`src/rtl/downconverter_fs4_decim_pkg.sv`:
```
`default_nettype none
// ============================================================================
// Module : downconverter_pkg
// Brief  : Mode encoding, fs/4 LO sign lookup and saturating negation shared
//          by the fs/4 downconverter/decimator.
// Rev    : 1.0  initial release
// ============================================================================
package downconverter_pkg;

    typedef enum logic {
        MODE_MIX_FS4 = 1'b0,
        MODE_BYPASS  = 1'b1
    } mode_e;

    // Bit p set: that rail takes +x (POS) or -x (NEG) at LO phase p.
    localparam logic [3:0] c_I_POS = 4'b0001;
    localparam logic [3:0] c_I_NEG = 4'b0100;
    localparam logic [3:0] c_Q_POS = 4'b1000;
    localparam logic [3:0] c_Q_NEG = 4'b0010;

    localparam int c_MAX_W = 64;

    // Negate a sign-extended value of the given width; the most negative
    // code maps to the most positive one instead of wrapping.
    function automatic logic signed [c_MAX_W-1:0] sat_neg(
        input logic signed [c_MAX_W-1:0] x,
        input int                        width
    );
        logic signed [c_MAX_W-1:0] min_v;
        min_v = {c_MAX_W{1'b1}} << (width - 1);
        return (x == min_v) ? ~min_v : -x;
    endfunction

endpackage
`default_nettype wire

```
`src/rtl/downconverter_fs4_decim_integrate_dump.sv`:
```
`default_nettype none
// ============================================================================
// Module : integrate_dump
// Brief  : Integrate-and-dump averager for one rail; output is the frame sum
//          arithmetically shifted down by log2(DECIM).
// Rev    : 1.0  initial release
// ============================================================================
module integrate_dump #(
    parameter  int WIDTH      = 16,
    parameter  int DECIM      = 4,
    localparam int LOG2_DECIM = $clog2(DECIM)
) (
    input  logic                    i_clock,
    input  logic                    i_reset,
    input  logic                    i_valid,
    input  logic                    i_dump,
    input  logic signed [WIDTH-1:0] i_sample,
    output logic signed [WIDTH-1:0] o_data
);

    localparam int c_ACC_W = WIDTH + LOG2_DECIM;

    logic signed [c_ACC_W-1:0] r_acc;
    logic signed [c_ACC_W-1:0] w_sum;
    logic signed [WIDTH-1:0]   w_avg;
    logic signed [WIDTH-1:0]   r_data;

    assign w_sum  = r_acc + c_ACC_W'(i_sample);
    // Upper WIDTH bits of the sum are the arithmetic right shift (floor).
    assign w_avg  = w_sum[c_ACC_W-1:LOG2_DECIM];
    assign o_data = r_data;

    always_ff @(posedge i_clock) begin
        if (i_reset) begin
            r_acc  <= '0;
            r_data <= '0;
        end else if (i_valid) begin
            if (i_dump) begin
                r_acc  <= '0;
                r_data <= w_avg;
            end else begin
                r_acc  <= w_sum;
            end
        end
    end

endmodule
`default_nettype wire

```
`src/rtl/downconverter_fs4_decim.sv`:
```
`default_nettype none
// ============================================================================
// Module : downconverter_fs4_decim
// Brief  : Real-to-complex fs/4 mixer (or bypass) followed by a DECIM-fold
//          integrate-and-dump decimator on each rail.
// Rev    : 1.0  initial release
// ============================================================================
module downconverter_fs4_decim
    import downconverter_pkg::*;
#(
    parameter  int WIDTH      = 16,
    parameter  int DECIM      = 4,
    localparam int LOG2_DECIM = $clog2(DECIM)
) (
    input  logic                    i_clock,
    input  logic                    i_reset,
    input  logic                    i_mode,
    input  logic signed [WIDTH-1:0] i_in_data,
    input  logic                    i_in_valid,
    output logic signed [WIDTH-1:0] o_out_i,
    output logic signed [WIDTH-1:0] o_out_q,
    output logic                    o_out_valid
);

    localparam int                 c_CNT_W = (LOG2_DECIM > 0) ? LOG2_DECIM : 1;
    localparam logic [c_CNT_W-1:0] c_LAST  = c_CNT_W'(DECIM - 1);

    logic [1:0]              r_phase;
    logic [c_CNT_W-1:0]      r_decim_cnt;
    mode_e                   r_mode;
    logic                    r_out_valid;
    mode_e                   w_mode;
    logic                    w_dump;
    logic signed [WIDTH-1:0] w_neg;
    logic signed [WIDTH-1:0] w_mix_i;
    logic signed [WIDTH-1:0] w_mix_q;

    // The first sample of a frame uses the live mode; the rest use the latch.
    assign w_mode = (r_decim_cnt == '0) ? mode_e'(i_mode) : r_mode;
    assign w_dump = i_in_valid && (r_decim_cnt == c_LAST);
    assign w_neg  = WIDTH'(sat_neg(c_MAX_W'(i_in_data), WIDTH));

    always_comb begin
        w_mix_i = '0;
        w_mix_q = '0;
        if (w_mode == MODE_BYPASS) begin
            w_mix_i = i_in_data;
        end else begin
            if (c_I_POS[r_phase])      w_mix_i = i_in_data;
            else if (c_I_NEG[r_phase]) w_mix_i = w_neg;
            if (c_Q_POS[r_phase])      w_mix_q = i_in_data;
            else if (c_Q_NEG[r_phase]) w_mix_q = w_neg;
        end
    end

    always_ff @(posedge i_clock) begin
        if (i_reset) begin
            r_phase     <= '0;
            r_decim_cnt <= '0;
            r_mode      <= MODE_MIX_FS4;
            r_out_valid <= 1'b0;
        end else begin
            r_out_valid <= w_dump;
            if (i_in_valid) begin
                r_phase     <= r_phase + 2'd1;
                r_decim_cnt <= w_dump ? '0 : r_decim_cnt + 1'b1;
                if (r_decim_cnt == '0) r_mode <= mode_e'(i_mode);
            end
        end
    end

    integrate_dump #(
        .WIDTH (WIDTH),
        .DECIM (DECIM)
    ) u_integ_i (
        .i_clock  (i_clock),
        .i_reset  (i_reset),
        .i_valid  (i_in_valid),
        .i_dump   (w_dump),
        .i_sample (w_mix_i),
        .o_data   (o_out_i)
    );

    integrate_dump #(
        .WIDTH (WIDTH),
        .DECIM (DECIM)
    ) u_integ_q (
        .i_clock  (i_clock),
        .i_reset  (i_reset),
        .i_valid  (i_in_valid),
        .i_dump   (w_dump),
        .i_sample (w_mix_q),
        .o_data   (o_out_q)
    );

    assign o_out_valid = r_out_valid;

endmodule
`default_nettype wire
```
`config.mk`:
```
export PLATFORM = sky130hd
export DESIGN_NAME = downconverter_fs4_decim
export DESIGN_NICKNAME = d
export VERILOG_FILES = /design/src/rtl/downconverter_fs4_decim_pkg.sv /design/src/rtl/downconverter_fs4_decim_integrate_dump.sv /design/src/rtl/downconverter_fs4_decim.sv
export SDC_FILE = /design/constraint.sdc
export NUM_CORES = 1
export LEC_CHECK = 0
export ABC_AREA = 1
export BUFFER_PORTS_ARGS = -buffer_cell sky130_fd_sc_hd__buf_2
export CAP_MARGIN = 15
export CORE_AREA = 5 5 85 126
export CTS_CLUSTER_SIZE = 24
export DETAILED_ROUTE_END_ITERATION = 6
export DIE_AREA = 0 0 90 131
export PLACE_DENSITY = 0.78
export SKIP_CTS_REPAIR_TIMING = 1
export SLEW_MARGIN = 20
export SYNTH_ARGS = -nofsm -noshare
export SYNTH_HDL_FRONTEND = slang
export SYNTH_SLANG_ARGS = --single-unit
export TNS_END_PERCENT = 1
```
`constraint.sdc`:
```
create_clock -name i_clock -period 6.47 [get_ports i_clock]
set_input_delay 0.647 -clock i_clock [delete_from_list [all_inputs] [get_ports i_clock]]
set_output_delay 0.647 -clock i_clock [all_outputs]
set_load 0.02 [all_outputs]
```
After elaboration in Yosys (flattened, before gate mapping)
Cells that the tools add are included.
{"block": "classes", "add_sub_neg": 5, "order_cmp": 1, "eq_ne": 2, "n_mux": 19, "n_reduce_logical": 3}
{"op": "$mux W16", "count": 7}
{"op": "$add A18 B16 Y18", "count": 2}
{"op": "$mux W18", "count": 2}
{"op": "$eq A16 B16 Y1 const B", "count": 1}
{"op": "$neg A16 Y16", "count": 1}
{"op": "$bmux W1 S2", "count": 4}
{"op": "$mux W1", "count": 5}
{"op": "$add A2 B1 Y2 const B", "count": 2}
{"op": "$lt A2 B3 Y1 const B", "count": 1}
{"op": "$eq A2 B2 Y1 const B", "count": 1}
{"op": "$logic_not A2 Y1", "count": 1}
{"op": "$mux W2", "count": 1}
{"op": "$reduce_and A2 Y1", "count": 1}
{"op": "$logic_and A1 B1 Y1", "count": 1}
{"block": "word_totals", "ff_bits": 74}

Depth between registers and ports, before layout
Gate-level depths: netlist of the first run.
{"block": "depth", "ltp_word": 7, "mapped_depth": 26}

By module
Synthesis of the first run repeated with hierarchy kept, for this count alone.
{"block": "unflattened", "hier_cells": 914, "hier_area_um2": 5795.6}
{"module": "integrate_dump", "instances": 2, "cells_per_inst": 343, "area_each_um2": 2260.9}
{"module": "downconverter_fs4_decim", "instances": 1, "cells_per_inst": 228, "area_each_um2": 1273.7}

Worst setup path before layout of the first run
OpenSTA, ideal clock, no wires.
{"block": "synth_timing", "kind": "input to register", "start": "input i_in_data[0]", "end": "register u_integ_q.r_data[8], in the netlist u_integ_q.o_data[8]", "setup_time_ns": 0.109, "arrival_time_ns": 3.198, "slack_ns": 3.164, "stages": 24, "n_path_buf": 0, "cell_sequence": "inv_1 > ha_1 > nand4_4 > nor2_4 > nand2_2 > nor2_4 > nor2_1 > nor2_1 > nor2_1 > nor3_2 > inv_1 > fa_1 > nand3b_1 > nand2_1 > nand3_1 > nand2_1 > nand3_1 > nand2_1 > a21oi_1 > inv_1 > nand2_1 > nand2_1 > a21o_1 > inv_1"}
{"block": "synth_between", "elab_chain_len": 6}
{"element": "start: declaration", "line": "downconverter_fs4_decim.sv:18", "source": "input logic signed [WIDTH-1:0] i_in_data,"}
{"element": "$neg A16 Y16 / $eq A16 B16 Y1 (equally long branches)", "line": "downconverter_fs4_decim_pkg.sv:31", "source": "return (x == min_v) ? ~min_v : -x;"}
{"element": "$mux W16", "line": "downconverter_fs4_decim_pkg.sv:31"}
{"element": "$mux W16", "line": "downconverter_fs4_decim.sv:52", "source": "else if (c_Q_NEG[r_phase]) w_mix_q = w_neg;"}
{"element": "$mux W16 *", "line": "downconverter_fs4_decim.sv:51", "source": "if (c_Q_POS[r_phase]) w_mix_q = i_in_data;"}
{"element": "$mux W16 *", "line": "downconverter_fs4_decim.sv:46", "source": "if (w_mode == MODE_BYPASS) begin"}
{"element": "$add A18 B16 Y18 *", "line": "downconverter_fs4_decim_integrate_dump.sv:28", "source": "assign w_sum = r_acc + c_ACC_W'(i_sample);"}
{"element": "end signal: assignment", "line": "downconverter_fs4_decim_integrate_dump.sv:40", "source": "r_data <= w_avg;"}
{"element": "end: declaration", "line": "downconverter_fs4_decim_integrate_dump.sv:26", "source": "logic signed [WIDTH-1:0] r_data;"}
Mark *: on every way between the ends. The rest lies on a longest branch, timed or not.
A chain may end at the register's enable or synchronous reset.

Worst setup path after layout of the first run
{"block": "layout_timing", "start": "register r_decim_cnt[0]", "end": "register u_integ_i.r_data[12], in the netlist u_integ_i.o_data[12]"}
{"block": "layout_between", "elab_chain_len": 4}
{"element": "start: declaration", "line": "downconverter_fs4_decim.sv:29", "source": "logic [c_CNT_W-1:0] r_decim_cnt;"}
{"element": "start signal: assignment", "line": "downconverter_fs4_decim.sv:66", "source": "r_decim_cnt <= w_dump ? '0 : r_decim_cnt + 1'b1;"}
{"element": "$logic_not A2 Y1", "line": "downconverter_fs4_decim.sv:39", "source": "assign w_mode = (r_decim_cnt == '0) ? mode_e'(i_mode) : r_mode;"}
{"element": "$mux W1"}
{"element": "$mux W16", "line": "downconverter_fs4_decim.sv:46"}
{"element": "$add A18 B16 Y18", "line": "downconverter_fs4_decim_integrate_dump.sv:28"}
{"element": "end signal: assignment", "line": "downconverter_fs4_decim_integrate_dump.sv:40"}
{"element": "end: declaration", "line": "downconverter_fs4_decim_integrate_dump.sv:26"}
Several ways; a longest one is shown, not always the timed one.

==> results.json, run 1 <==
{
  "outcome": "finished clean",
  "core_sq_um": 9524,
  "htreeDepth": 3,
  "timing.fmax_ghz": 0.2452,
  "synth_top_area_frac": 0.2717,
  "period_share": 0.6304,
  "power_frac_comb": 0.263,
  "startpoint_type": "flip-flop",
  "crit_type": "reg -> reg",
  "place_area_sq_um": 5782,
  "grt_max_degree": 62,
  "cellLeakagePower_nw": 3.176,
  "wl_um": 15340,
  "clock_skew_ps": 6.778,
  "maxSlewViolCount": 0,
  "syn_nets": 893,
  "wire_per_inst_um": 15.49,
  "grt-ovfl-total": 0,
  "syn_to_final_growth_pct": 11.68,
  "p_int_mw": 0.9143,
  "setup_tns_ps": 0,
  "cts_tree": "done",
  "r2r_setup_slack_ps": 2390,
  "ys_ff_latch": 74,
  "cts_sinks": 74,
  "cp.arrival_ps": 4310,
  "first_iter_violations": 361,
  "initial_utilization": 0.5725,
  "ys.flop_type": "dfxtp_1",
  "preCtsSetupSlack_ps": 2347,
  "rsz0062_at_grt": "no",
  "layout_min_cycle_time_ps": 4079,
  "busiest_layer": "met2",
  "portBuffers": 52,
  "drive_gt1_frac": 0.1246,
  "seqPwrFrac": 0.362,
  "dp_cells": 974,
  "layout_setup_ws_ps": 2391,
  "dpl.hpwl_um": 11590,
  "power_density_nw_per_um2": 228.0,
  "netlist_area_sq_um": 5453,
  "hold_viol": 0,
  "num-nets-final": 933,
  "slew_headroom": 0.3952,
  "synth-warning-count": 0,
  "hold_end": "u_integ_q.r_acc[3]$_SDFFE_PP0P_",
  "grt_usage": 0.2635,
  "hp-start": "u_integ_q.r_acc[3]$_SDFFE_PP0P_",
  "p_clk_frac": 0.375,
  "syn_avg_cell_area_sq_um": 6.570,
  "synthArstFlopShare": 0,
  "insertedDiodeCount": 0,
  "dieWidth_um": 90,
  "worstPathRequired_ps": 6700,
  "grtUsageMet1": 0.2821,
  "cts_buffers": 9,
  "drtPass1Iterations": 7,
  "met2_usage": 0.5095,
  "maxCapViolCount": 0,
  "finalSetupViolations": 0,
  "final_util": 0.6394,
  "remaining_drc_errors": 0,
  "netlist-cell-type-count": 45,
  "gp_congestion": 0.9121,
  "cts_root_buf": "clkbuf_16",
  "via_per_inst": 5.553,
  "antenna_found_initial": 0,
  "ios": 53,
  "ant_nets": 0,
  "hold_depth": 2,
  "regToRegStartpoint": "r_decim_cnt[0]$_SDFFE_PP0P_",
  "rows": 44,
  "hold_class": "reg -> reg",
  "dieArea_sq_um": 11790,
  "fill_cells": 916,
  "fin_cells": 990,
  "grt_pass1_vias": 5386,
  "crit_path_end_kind": "flip-flop",
  "synth_edf_count": 0,
  "r2r_cells": 25,
  "finalPower_mw": 1.388,
  "cts.path.max_buffers": 2,
  "grt_pass1_wl_um": 25250,
  "final_cell_mix": "nand2_1, inv_1, nor2_1",
  "seq_area_frac_synth": 0.2717,
  "clk_pin_slew_worst_paths_ps": 60,
  "clk_latency_ps": 340,
  "r2r_end": "u_integ_i.o_data[12]$_SDFFE_PP0P_",
  "die_h_um": 131,
  "power.switching_mw": 0.4740,
  "finalInstanceArea_sq_um": 6090,
  "use_met3": 0.04410,
  "cp_max_fo": 11,
  "whs_ps": 470.7,
  "num_vias": 5497,
  "ir_drop_v": 0.0001641,
  "ys_top_cells_by_area": "dfxtp_1, nand2_1, ha_1, inv_1, a21oi_1",
  "syn_inst": 830,
  "synth.largest_area_cell": "dfxtp_1",
  "mostFrequentLayoutCell": "nand2_1",
  "tightest_slew_ps": 905.0,
  "swShare": 0.3414
}
## flip-flops by register name (all words and copies together) (netlist names)
register,cells
u_integ_i.r_acc,18
u_integ_q.r_acc,18
u_integ_i.o_data,16
u_integ_q.o_data,16
r_decim_cnt,2
r_phase,2
o_out_valid,1
r_mode,1
## synthesized netlist by cell type, types with 2 or more instances
| cell type | n |
|---|---|
| nand2_1 | 179 |
| a21oi_2 | 3 |
| inv_1 | 114 |
| a211oi_1 | 3 |
| o31ai_1 | 4 |
| nand2_2 | 9 |
| xnor2_1 | 11 |
| o21bai_1 | 6 |
| clkbuf_1 | 22 |
| a21oi_1 | 81 |
| xor2_1 | 18 |
| o211ai_1 | 6 |
| nand3b_1 | 2 |
| nor2_1 | 90 |
| a21o_1 | 7 |
| ha_1 | 41 |
| nor3_1 | 3 |
| dfxtp_1 | 74 |
| fa_1 | 2 |
| buf_2 | 4 |
| nor2_4 | 5 |
| or2_1 | 2 |
| o21ai_0 | 61 |
| nand3_1 | 46 |
| nor3_2 | 2 |
| nand3_2 | 2 |
| o21ai_1 | 2 |
| nand4_1 | 2 |
| nor2_2 | 7 |
| o22ai_1 | 7 |
## cell families after synthesis
| family | after synthesis | share of synthesized area |
|---|---|---|
| fa+ha+maj | 43 | 0.1014 |
| compound gates | 189 | 0.1994 |
| xor+xnor | 29 | 0.04658 |
| simple gates | 352 | 0.2809 |
| flops | 74 | 0.2717 |
| buf+inv | 143 | 0.1000 |
## area by class of cell
cell class | instances | area, sq um | area share
inverter | 116 | 435.4 | 0.07150
tap | 115 | 143.9 | 0.02363
multi-input combinational | 613 | 3431 | 0.5634
sequential | 74 | 1481 | 0.2433
clock inverter | 7 | 82.58 | 0.01356
clock buffer | 9 | 225.2 | 0.03698
timing repair buffer | 56 | 290.3 | 0.04767
## routing by layer
layer  routed length (um)  share of wire
met5                    0              0
met4                  516          0.034
met3                  637          0.042
met2                 8057           0.53
met1                 6127           0.40
## how the worst max path moves through the flow
stage / start / end / slack [ps] / cells after the start
2_1_floorplan: i_in_data[0] / u_integ_q.o_data[8]$_SDFFE_PP0P_ / 3160 / 24
3_3_place_gp: i_mode / u_integ_i.o_data[12]$_SDFFE_PP0P_ / 2450 / 24
3_5_place_dp: i_mode / u_integ_i.o_data[12]$_SDFFE_PP0P_ / 2350 / 24
4_1_cts: r_decim_cnt[0]$_SDFFE_PP0P_ / u_integ_i.o_data[12]$_SDFFE_PP0P_ / 2450 / 25
5_1_grt: r_decim_cnt[0]$_SDFFE_PP0P_ / u_integ_i.o_data[12]$_SDFFE_PP0P_ / 2060 / 25
6_report: r_decim_cnt[0]$_SDFFE_PP0P_ / u_integ_i.o_data[12]$_SDFFE_PP0P_ / 2390 / 25
## critical path, stage by stage (launching register included)
cell and delay (ps):
dfxtp_1 360, inv_1 80, ha_1 220, nand2_1 70
o21a_2 230, nand2_1 160, nor2_1 560, inv_1 250
o21ai_0 140, nand2_1 70, inv_1 60, ha_1 170
inv_1 80, fa_1 410, inv_1 70, nand3_1 60
nand2_1 170, a21oi_1 140, o21ai_1 220, nand2_1 100
nand2_1 60, nand2_1 60, nand2_1 60, nand2_1 40
o211ai_1 90, inv_1 50
## power groups by stage
stage                     Sequential, mW  Combinational (mW)  Clock (mW)
final                              0.503               0.365       0.521
after global placement             0.511               0.352           0
after floorplan                    0.515               0.265           0
after global routing               0.506               0.412       0.547
after CTS                          0.502               0.362       0.527
after detailed placement           0.512               0.359           0
Power figures use the tool's default switching activity.
==> run 2, diff against run 1 <==
Settings changed: ABC_AREA 1 to 0, CORE_AREA 5 5 85 126 to 5 5 86 127, DIE_AREA 0 0 90 131 to 0 0 91 132, PLACE_DENSITY 0.78 to 0.75.
Clock period 6.47 ns to 3.64 ns, I/O delays scaled along.
==> run 2 against run 1 <==
Effect of this change: via count down 3.6%; core utilization up 5.4 points; final cell count down 8.4%; largest power group is now combinational cells; synthesized area down 7.3%; non-clock buffer count up 97; synthesized cell count down 21%; worst setup slack worse by 2200 ps; sequential power up 81%; highest routed layer unchanged; power up 110%.
==> results.json, run 2 <==
{
  "wire_per_inst_um": 16.65,
  "outcome": "finished clean",
  "syn_nets": 721,
  "grt_pass1_wl_um": 24910,
  "dpl.hpwl_um": 11500,
  "crit_chain": "inv_1, ha_2, mux2i_1, nand2b_1, buf_12, a21oi_1, nor2_1, nor2_1, ha_2, nor2_2, or4_4, and2_4, a311o_1, nand2_2, a31oi_1, xnor2_1, a22o_1",
  "clk_pin_slew_worst_paths_ps": 60,
  "netlist-cell-type-count": 62,
  "ys_top_cells_by_area": "dfxtp_1, ha_1, a21oi_1, nor2_1, nand2_1",
  "grt_pass1_vias": 5450,
  "final_util": 0.6935,
  "mostFrequentLayoutCell": "buf_4",
  "startpoint": "r_decim_cnt[0]$_SDFFE_PP0P_",
  "timing.fmax_ghz": 0.2861,
  "remaining_drc_errors": 0,
  "cp_max_fo": 22,
  "ys_ff_latch": 74,
  "synthArstFlopShare": 0,
  "gp_congestion": 0.9005,
  "slew_headroom": 0.2624,
  "grt_max_degree": 39,
  "cts_root_buf": "clkbuf_16",
  "tightest_slew_ps": 1102,
  "first_iter_violations": 262,
  "drive_gt1_frac": 0.2891,
  "ir_drop_v": 0.0004339,
  "portBuffers": 52,
  "maxCapViolCount": 0,
  "fin_cells": 907,
  "startpoint_type": "flip-flop",
  "multi_input_comb_area_sq_um": 3611,
  "ys.flop_type": "dfxtp_1",
  "r2r_cells": 17,
  "worstPathRequired_ps": 3870,
  "yosysMostFrequentCell": "a21oi_1",
  "critPathTopFamily": "simple AND/OR/NAND/NOR gates",
  "die_h_um": 132,
  "dieArea_sq_um": 12010,
  "crit_slowest_cell": "or4_4",
  "grt-ovfl-total": 0,
  "num_vias": 5299,
  "dieWidth_um": 91,
  "preCtsSetupSlack_ps": -380.8,
  "wl_um": 15100,
  "syn_inst": 658,
  "via_per_inst": 5.842,
  "synth_edf_count": 0,
  "crit_path_max_incr_delay_ps": 480,
  "cellLeakagePower_nw": 3.072,
  "initial_utilization": 0.5248,
  "cp.arrival_ps": 3730,
  "r2r_setup_slack_ps": 140,
  "rsz0062_at_grt": "yes",
  "clk_latency_ps": 340,
  "antenna_found_initial": 0,
  "hp-start": "u_integ_i.o_data[4]$_SDFFE_PP0P_",
  "synth_top_area_frac": 0.2930,
  "hold_viol": 0,
  "period_share": 0.9603,
  "syn_avg_cell_area_sq_um": 7.684,
  "regArea_sq_um": 1483,
  "synth.largest_area_cell": "dfxtp_1",
  "core_sq_um": 9634,
  "ios": 53,
  "maxSlewViolCount": 0,
  "synth-warning-count": 0,
  "insertedDiodeCount": 0,
  "rows": 44,
  "critPathBufInv": 2,
  "r2r_end": "u_integ_i.o_data[13]$_SDFFE_PP0P_",
  "clock_skew_ps": 5.983,
  "crit_path_end_kind": "flip-flop",
  "finalSetupViolations": 0,
  "grt_usage": 0.2496,
  "layout_min_cycle_time_ps": 3496,
  "htreeDepth": 3,
  "synth_common_cells": "a21oi_1, nor2_1, nand2_1",
  "ant_nets": 0,
  "final_cell_mix": "buf_4, a21oi_1, nor2_1",
  "netlist_area_sq_um": 5056,
  "seq_area_frac_synth": 0.2930,
  "finalPower_mw": 2.877,
  "regToRegStartpoint": "r_decim_cnt[0]$_SDFFE_PP0P_",
  "cts.path.max_buffers": 2,
  "hold_depth": 2,
  "power_density_nw_per_um2": 430.6,
  "cts_tree": "done",
  "fill_cells": 806,
  "cts_sinks": 74,
  "cts_buffers": 9,
  "hold_end": "u_integ_i.o_data[4]$_SDFFE_PP0P_",
  "hold_class": "reg -> reg",
  "largestRegisters": "u_integ_i.r_acc x18, u_integ_q.r_acc x18",
  "drtPass1Iterations": 4,
  "num-nets-final": 851,
  "layout_setup_ws_ps": 144.5,
  "crit_type": "reg -> reg",
  "syn_to_final_growth_pct": 32.15,
  "dp_cells": 887
}
run 2: cell count changes after synthesis, moves of 11 or more:
cell / change
nand2_1: -104
inv_1: -90
o21ai_0: -44
nand3_1: -36
a22o_1: +18
nor3_1: +18
a22oi_1: +14
a21oi_1: +12
nor2_1: -11
run 2: worst max-delay path by stage:
stage                     cells after the start  slack (ps)                                 to
after floorplan                              18         -10  u_integ_q.o_data[14]$_SDFFE_PP0P_
after global placement                       18        -340  u_integ_q.o_data[14]$_SDFFE_PP0P_
after detailed placement                     19        -380   u_integ_q.r_acc[15]$_SDFFE_PP0P_
after CTS                                    19         -30   u_integ_q.r_acc[15]$_SDFFE_PP0P_
after global routing                         20         -40  u_integ_q.o_data[14]$_SDFFE_PP0P_
final                                        17         140  u_integ_i.o_data[13]$_SDFFE_PP0P_
run 2: kinds of logic after synthesis:
family	count (synthesis)	synth area share
muxes	5	0.01015
adders and majority gates	43	0.1094
xor gates and xnor gates	33	0.06014
buffers and inverters	59	0.04380
DFF	74	0.2930
and+or+nand+nor	240	0.2242
AOI/OAI and AO/OA	204	0.2593
run 2: area by class of cell:
cell class                      count  area share
Inverter                           25     0.01404
Timing Repair Buffer              153      0.1549
Tap cell                          115     0.02154
Clock inverter                      6     0.01348
Multi-Input combinational cell    525      0.5404
Clock buffer                        9     0.03371
Sequential cell                    74      0.2219
run 2: worst min-delay path: cells and delay by family, from the launching register on:
family           cells  cell delay, ps
flip-flops           1             300
AND/OR/NAND/NOR      1              50
AO/OA/AOI/OAI        1              50
run 2: power breakdown:
part           leakage, nW  switching [mW]  internal [mW]  total (mW)
combinational         2.32           0.545          0.470        1.02
clock                0.152           0.351          0.600       0.951
sequential           0.601          0.0405          0.870       0.910
run 2: per-layer routing:
layer	wire, um	share of wire	up-vias	global-route usage
li1	-	-	2608	-
met1	5587	0.37	2499	0.2528
met2	8074	0.53	138	0.4619
met3	552	0.037	54	0.03883
met4	886	0.059	0	0.1607
met5	0	0	-	0
run 2: through the flow:
| step | hold slack [ps] | setup TNS (ps) | cell area (sq um) |
|---|---|---|---|
| floorplan | 448.8 | -26.14 | 5106 |
| global placement | 440.4 | -3119 | 6103 |
| detailed placement | 447.6 | -5725 | 6103 |
| CTS | 447.0 | -44.96 | 6419 |
| global route | 471.4 | -234.4 | 6681 |
| finish | 451.7 | 0 | 6681 |
==> run 3, diff against run 2 <==
--- a/config.mk
+++ b/config.mk
@@ -15,4 +15,5 @@
 export PLACE_DENSITY = 0.75
 export SKIP_CTS_REPAIR_TIMING = 1
+export SKIP_LAST_GASP = 1
 export SLEW_MARGIN = 20
 export SYNTH_ARGS = -nofsm -noshare
==> constraint.sdc (replaced) <==
create_clock -name i_clock -period 3.64 [get_ports i_clock]
set_input_delay 0 -clock i_clock [delete_from_list [all_inputs] [get_ports i_clock]]
set_output_delay 0 -clock i_clock [all_outputs]
set_load 0.02 [all_outputs]
==> run 3 against run 2 <==
Effect of this change: die area is the same; combinational power shrank 6%; clock power shrank 4.9%; worst hold slack lost 360 ps; via count shrank 2.6%; sequential cell count is the same; critical path type unchanged.
==> results.json, run 3 (synthesis results as in run 2) <==
{
  "portBuffers": 52,
  "num_vias": 5160,
  "grt-ovfl-total": 0,
  "ios": 53,
  "num-nets-final": 812,
  "clk_latency_ps": 340,
  "clock_skew_ps": 9.394,
  "dieArea_sq_um": 12010,
  "p_int_mw": 1.827,
  "clk_pin_slew_worst_paths_ps": 60,
  "cts_buffers": 9,
  "fin_cells": 869,
  "drtPass1Iterations": 6,
  "htreeDepth": 3,
  "finalInstanceArea_sq_um": 6255,
  "layout_setup_ws_ps": 30.75,
  "grt_usage": 0.2410,
  "startpoint_type": "flip-flop",
  "swShare": 0.3413,
  "rows": 44,
  "slew_headroom": 0.4286,
  "power.switching_mw": 0.9469,
  "crit_type": "reg -> reg",
  "tightest_slew_ps": 855.1,
  "grt_max_degree": 40,
  "ir_drop_v": 0.0003941,
  "rsz0062_at_grt": "yes",
  "cts_root_buf": "clkbuf_16",
  "antenna_found_initial": 0,
  "wire_per_inst_um": 17.39,
  "preCtsSetupSlack_ps": -131.3,
  "syn_to_final_growth_pct": 23.71,
  "maxSlewViolCount": 0,
  "cp.arrival_ps": 3850,
  "maxCapViolCount": 0,
  "cts_sinks": 74,
  "initial_utilization": 0.5248,
  "remaining_drc_errors": 0,
  "seqPwrFrac": 0.328,
  "largestRegisters": "u_integ_i.r_acc x18, u_integ_q.r_acc x18",
  "finalPower_mw": 2.774,
  "timing.fmax_ghz": 0.2771,
  "p_clk_frac": 0.326,
  "whs_ps": 88.96,
  "grt_pass1_wl_um": 23940,
  "worstPathRequired_ps": 3880,
  "cts_tree": "done",
  "insertedDiodeCount": 0,
  "drive_gt1_frac": 0.2361,
  "final_cell_mix": "a21oi_1, nor2_1, nand2_1",
  "cp_max_fo": 4,
  "power_frac_comb": 0.346,
  "grt_pass1_vias": 5046,
  "finalSetupViolations": 0,
  "cellLeakagePower_nw": 2.838,
  "dieWidth_um": 91,
  "outcome": "finished clean",
  "dpl.hpwl_um": 11210,
  "via_per_inst": 5.938,
  "period_share": 0.9916,
  "place_area_sq_um": 5719,
  "crit_path_end_kind": "flip-flop",
  "wl_um": 15110,
  "setup_tns_ps": 0,
  "layout_min_cycle_time_ps": 3609,
  "power_density_nw_per_um2": 443.5,
  "gp_congestion": 0.9359,
  "dp_cells": 840,
  "die_h_um": 132,
  "mostFrequentLayoutCell": "a21oi_1",
  "core_sq_um": 9634,
  "ant_nets": 0,
  "hold_class": "in -> reg",
  "cts.path.max_buffers": 2,
  "final_util": 0.6492,
  "hold_viol": 0,
  "first_iter_violations": 323
}
-- run 3: layer usage --
layer	wire [um]	vias to the layer above	track usage
met4	726	0	0.1313
li1	-	2522	-
met1	5894	2437	0.2607
met5	0	-	0
met2	7924	153	0.4402
met3	568	48	0.03541
-- run 3: final cells by class --
cell class              count  area (sq um)
well taps                 115         143.9
flip-flops and latches     74          1485
inverters                  25         93.84
fillers                   842          3379
multi-input cells         525          3475
clock buffers              10         229.0
clock inverters             6         65.06
repair buffers            114         763.2
-- run 3: critical path, cell delays in order, from the launching register on --
cell and delay, ps:
dfxtp_2 340, inv_2 60, ha_4 140, mux2i_2 220
nand2b_1 150, buf_12 160, buf_4 150, a21oi_2 100
nor2_1 50, nor2_2 150, ha_1 210, clkinv_1 70
or4_4 540, and2_4 170, a311o_1 350, nand2_2 140
a31oi_4 100, xnor2_2 170, a22o_1 230
-- run 3: worst paths after layout --
kind / slack, ps / depth (start not counted) / from / end
max reg2reg: 30 / 18 / r_decim_cnt[0]$_SDFFE_PP0P_ / u_integ_i.o_data[13]$_SDFFE_PP0P_
max: 30 / 18 / r_decim_cnt[0]$_SDFFE_PP0P_ / u_integ_i.o_data[13]$_SDFFE_PP0P_
min: 90 / 2 / i_in_valid / r_mode$_SDFFE_PP0P_
min reg2reg: 450 / 2 / u_integ_i.o_data[1]$_SDFFE_PP0P_ / u_integ_i.o_data[1]$_SDFFE_PP0P_
-- run 3: power groups by stage --
stage	clock network [mW]	registers (mW)	logic, mW
3_5_place_dp	0	0.923	0.845
2_1_floorplan	0	0.917	0.604
4_1_cts	0.916	0.906	0.857
5_1_grt	0.947	0.914	1.05
6_report	0.904	0.910	0.961
3_3_place_gp	0	0.922	0.817
